==> config.mk <==
export PLATFORM = sky130hd
export DESIGN_NAME = bcd_countdown_timer
export DESIGN_NICKNAME = d
export VERILOG_FILES = /design/src/rtl/timer_pkg.sv /design/src/rtl/bcd_digit_dec.sv /design/src/rtl/bcd_countdown_timer.sv
export SDC_FILE = /design/constraint.sdc
export NUM_CORES = 1
export LEC_CHECK = 0
export CORE_MARGIN = 3
export CORE_UTILIZATION = 40
export DETAILED_ROUTE_END_ITERATION = 10
export GPL_TIMING_DRIVEN = 0
export PLACE_DENSITY_LB_ADDON = 0.2
export SYNTH_ARGS = -nofsm -noshare
export SYNTH_HDL_FRONTEND = slang
export SYNTH_HIERARCHICAL = 1
export SYNTH_SLANG_ARGS = --single-unit
export TNS_END_PERCENT = 30
==> constraint.sdc <==
create_clock -name clock -period 5.2 [get_ports clock]
set_input_delay 1.04 -clock clock [delete_from_list [all_inputs] [get_ports clock]]
set_output_delay 1.04 -clock clock [all_outputs]
set_load 0.005 [all_outputs]
==> src/rtl/timer_pkg.sv <==
// Shared types and constants for the BCD countdown timer.
package timer_pkg;

    typedef enum logic [1:0] {
        IDLE  = 2'd0,
        RUN   = 2'd1,
        PAUSE = 2'd2
    } state_e;

    typedef logic [3:0] bcd_t;

    localparam bcd_t BCD_MAX      = 4'd9;
    localparam bcd_t SEC_TENS_MAX = 4'd5;

endpackage

==> src/rtl/bcd_digit_dec.sv <==
// One BCD digit of the decrement chain: wraps 0 -> WRAP and borrows onward.
module bcd_digit_dec
    import timer_pkg::*;
#(
    parameter bcd_t WRAP = BCD_MAX
) (
    input  bcd_t digit,
    input  logic borrow_in,
    output bcd_t digit_nx,
    output logic borrow_out
);

    always_comb begin
        digit_nx   = digit;
        borrow_out = 1'b0;
        if (borrow_in) begin
            if (digit == 4'd0) begin
                digit_nx   = WRAP;
                borrow_out = 1'b1;
            end else begin
                digit_nx = digit - 4'd1;
            end
        end
    end

endmodule

==> src/rtl/bcd_countdown_timer.sv <==
// m:ss BCD countdown timer with keypad entry and run/pause/cancel control.
// Define TIMER_ADD30_EN to enable the +30 s quick key on the add30 input.
module bcd_countdown_timer
    import timer_pkg::*;
#(
    parameter int MIN_DIGITS = 2
) (
    input  logic                    clock,
    input  logic                    clrn,
    input  logic                    tick,
    input  logic [3:0]              data,
    input  logic                    digit_valid,
    input  logic                    start,
    input  logic                    stop,
    input  logic                    add30,
    output logic [3:0]              sec_ones,
    output logic [3:0]              sec_tens,
    output logic [4*MIN_DIGITS-1:0] mins,
    output logic                    running,
    output logic                    paused,
    output logic                    zero,
    output logic                    done
);

    // digit 0 = sec_ones, 1 = sec_tens, 2.. = minutes (LS first)
    localparam int NDIG = MIN_DIGITS + 2;

    state_e            state, state_nx;
    bcd_t [NDIG-1:0]   digs, digs_nx, dec_digs, add_digs;
    logic              done_nx;
    logic              add_hit;
    logic [NDIG:0]     brw;
    logic              brw_unused;

    assign brw[0]     = 1'b1;
    assign brw_unused = brw[NDIG];

    for (genvar g = 0; g < NDIG; g++) begin : g_dec
        bcd_digit_dec #(
            .WRAP (g == 1 ? SEC_TENS_MAX : BCD_MAX)
        ) u_dec (
            .digit      (digs[g]),
            .borrow_in  (brw[g]),
            .digit_nx   (dec_digs[g]),
            .borrow_out (brw[g+1])
        );
    end

`ifdef TIMER_ADD30_EN
    assign add_hit = add30;

    // Tens + 3 with a single -6 correction, then BCD carry ripple through minutes.
    always_comb begin
        logic [4:0] s;
        logic       c;
        add_digs = digs;
        s = {1'b0, digs[1]} + 5'd3;
        c = 1'b0;
        if (s >= 5'd6) begin
            s = s - 5'd6;
            c = 1'b1;
        end
        add_digs[1] = s[3:0];
        for (int i = 2; i < NDIG; i++) begin
            s = {1'b0, digs[i]} + {4'd0, c};
            if (s > 5'd9) begin
                s = 5'd0;
                c = 1'b1;
            end else begin
                c = 1'b0;
            end
            add_digs[i] = s[3:0];
        end
        if (c) begin
            for (int i = 2; i < NDIG; i++) add_digs[i] = BCD_MAX;
            add_digs[1] = SEC_TENS_MAX;
            add_digs[0] = BCD_MAX;
        end
    end
`else
    logic add30_unused;
    assign add30_unused = add30;
    assign add_hit      = 1'b0;
    assign add_digs     = digs;
`endif

    always_comb begin
        state_nx = state;
        digs_nx  = digs;
        done_nx  = 1'b0;
        if (stop) begin
            if (state == RUN) begin
                state_nx = PAUSE;
            end else begin
                state_nx = IDLE;
                digs_nx  = '0;
            end
        end else if (add_hit) begin
            digs_nx = add_digs;
            if (state == IDLE) state_nx = RUN;
        end else if (start && state == PAUSE) begin
            state_nx = RUN;
        end else if (start && state == IDLE && !zero) begin
            state_nx = RUN;
        end else if (tick && state == RUN) begin
            digs_nx = dec_digs;
            if (dec_digs == '0) begin
                state_nx = IDLE;
                done_nx  = 1'b1;
            end
        end else if (digit_valid && state == IDLE && data <= BCD_MAX) begin
            digs_nx = {digs[NDIG-2:0], data};
        end
    end

    always_ff @(posedge clock or negedge clrn) begin
        if (!clrn) begin
            state <= IDLE;
            digs  <= '0;
            done  <= 1'b0;
        end else begin
            state <= state_nx;
            digs  <= digs_nx;
            done  <= done_nx;
        end
    end

    assign sec_ones = digs[0];
    assign sec_tens = digs[1];
    assign mins     = digs[NDIG-1:2];
    assign running  = (state == RUN);
    assign paused   = (state == PAUSE);
    assign zero     = (digs == '0);

endmodule

==> results.toml <==
[run_status]
status = "finished, final reports clean"

[drt]
met3_length_um = 115
ant_nets = 0
detailedRoute.firstPassIterationCount = 4
highest_layer = "met4"
drt_iter0_drc = 34
post_drt_wl_per_cell_um = 15.3
viasPerCell = 5.62
vias = 1146
wl_um = 3130
met1_length_um = 1450
dr_wl_met2_um = 1510
drc = 0

[grt]
grt_overflow_total = 0
grt_pass1_vias = 1105
antenna_found_initial = 0
grt_usage_pct = 17.1
grt_pass1_wl_um = 5530
grt_max_degree = 20

[clock_tree]
cts_made_buffers = 3
ctsResizeCount = 0
cts_htree_levels = 1
cts_sinks = 19
cts_buffer_depth = 2
cts_tree = "done"
clk_latency_ns = 0.29
root_buffer = "clkbuf_4"
postCtsSetupRepairBufs = 0
path_clk_slew_ns = 0.10
hold_buffers = 0

[timing]
fmax_mhz = 257
hold_slack_ns = 0.577
post-route-period-util_pct = 74.7
min_period_ns = 3.89
setup_viol = 0
worstMarginPinSlew_ns = 0.855
slew_headroom_pct = 42.8
fin_skew_ns = 0.000804
slew_viol_final = 0
finalHoldViolCount = 0
setup_ws_ns = 1.31
setup_tns_ns = 0
rsz0062_at_grt = "no"

[run]
max_cap_viol_count = 0

[placement]
port_buffers = 28
dp_hpwl_um = 2330
place_ws_ns = 1.36
gp_congestion = 0.794
dp.cells = 200

[power]
leakagePower_uw = 0.000782
ir_worst_vdd_mv = 0.240
power_density_nw_per_um2 = 574

[setup_path]
crit_type = "flop to flop"
end_kind = "flop"
path_buf_inv = 1
critPathSlowestCell = "nor4_1"
rrSetupSlack_ns = 1.31
required_ns = 5.42
path_delay_family = "simple AND/OR/NAND/NOR gates"
slowest_delay_ns = 0.51
worst_ep_arrival_time_ns = 4.10
crit_chain = "nand2b_4, nor4_1, inv_1, or3_4, nor3_1, nand2b_4, nor4_1, nand2b_4, or4b_1, nand2_1, nor4_1, and3_1, nand4_1, nand2_1, a21oi_1"
critPathMaxFanout = 6
crit_path_start_kind = "flop"

[synth]
synthesis.instances = 127
synth_area_per_cell_sq_um = 10.6
synth_warnings = 6
syn_area_sq_um = 1350

[cells_and_area]
nFillCells = 291
nNetsFinal = 172
layout-drive-gt1-share_pct = 20.6
antenna_cells = 0
multi_input_area_sq_um = 835
synthToLayoutAreaGrowth_pct = 27.1
layout.cells.non_filler = 204
seqCellArea_sq_um = 475

[floorplan]
dieArea_sq_um = 4100
rows = 20
core_sq_um = 3130
die_w_um = 64.0
start_util_pct = 43.0
die_y_um = 64.0
ioPinCount = 31

[min_path]
hold_path_class = "flop to flop"
## worst paths after layout
kind	end	start	cells past startpoint
worst max-delay path	state[0]	sec_ones[0]	15
worst min-delay path	state[0]	state[0]	2
worst max register to register	state[0]	sec_ones[0]	15
worst min register to register	state[0]	state[0]	2
max in group asynchronous	state[0]	clrn	1
min in group asynchronous	mins[0]	clrn	1
## per-layer routing
| metal | global-route usage, % | vias to the layer above |
|---|---|---|
| met1 | 23.8 | 563 |
| met3 | 3.16 | 7 |
| met2 | 26.1 | 27 |
| met5 | 0 | - |
| met4 | 7.01 | 0 |
| li1 | - | 549 |
## final cells by class
| type | instances | area share [%] |
|---|---|---|
| inverter | 3 | 0.658 |
| sequential | 19 | 27.8 |
| timing repair buffer | 28 | 16.4 |
| clock buffer | 4 | 1.54 |
| buffer | 4 | 1.68 |
| multi-input combinational | 102 | 48.8 |
| tap | 44 | 3.22 |
## worst reg2reg max path, cell delays in order (launching register included)
cell and delay [ns]:
dfrtp_1 0.48, nand2b_4 0.20, nor4_1 0.35, inv_1 0.11
or3_4 0.37, nor3_1 0.40, nand2b_4 0.12, nor4_1 0.51
nand2b_4 0.11, or4b_1 0.48, nand2_1 0.11, nor4_1 0.07
and3_1 0.19, nand4_1 0.11, nand2_1 0.07, a21oi_1 0.13
## registers in the layout (all words and copies together) (netlist names)
| signal | count |
|---|---|
| done | 1 |
| state | 2 |
| mins | 8 |
| sec_ones | 4 |
| sec_tens | 4 |
## stage by stage
step	power, uW	utilization [%]	instance area, sq um
floorplan	682	-	1350
global placement	902	53.9	1690
detailed placement	912	53.9	1690
CTS	989	54.7	1710
global route	1070	54.7	1710
finish	982	54.7	1710
## cells in the final DEF, fill, tap and decap left out, drive strengths merged
cell and instances:
a21o 3, a21oi 2, a22o 16, a31oi 1, and3 1, buf 3, clkbuf 5, clkdlybuf4s50 28
conb 2, dfrtp 19, inv 3, mux2 16, nand2 6, nand2b 3, nand3b 1, nand4 2
nor2 8, nor2b 2, nor3 7, nor4 10, o21a 1, o21ai 8, o31ai 1, or3 1
or4b 3, xnor2 1, xor2 7
## report_power, final
| part | total [uW] | switching (uW) | internal, uW |
|---|---|---|---|
| Combinational | 592 | 249 | 343 |
| Clock | 73.0 | 43.2 | 29.8 |
| Sequential | 317 | 115 | 202 |
| Total | 982 | 407 | 575 |
No activity file was read; power rests on OpenSTA's default activity.
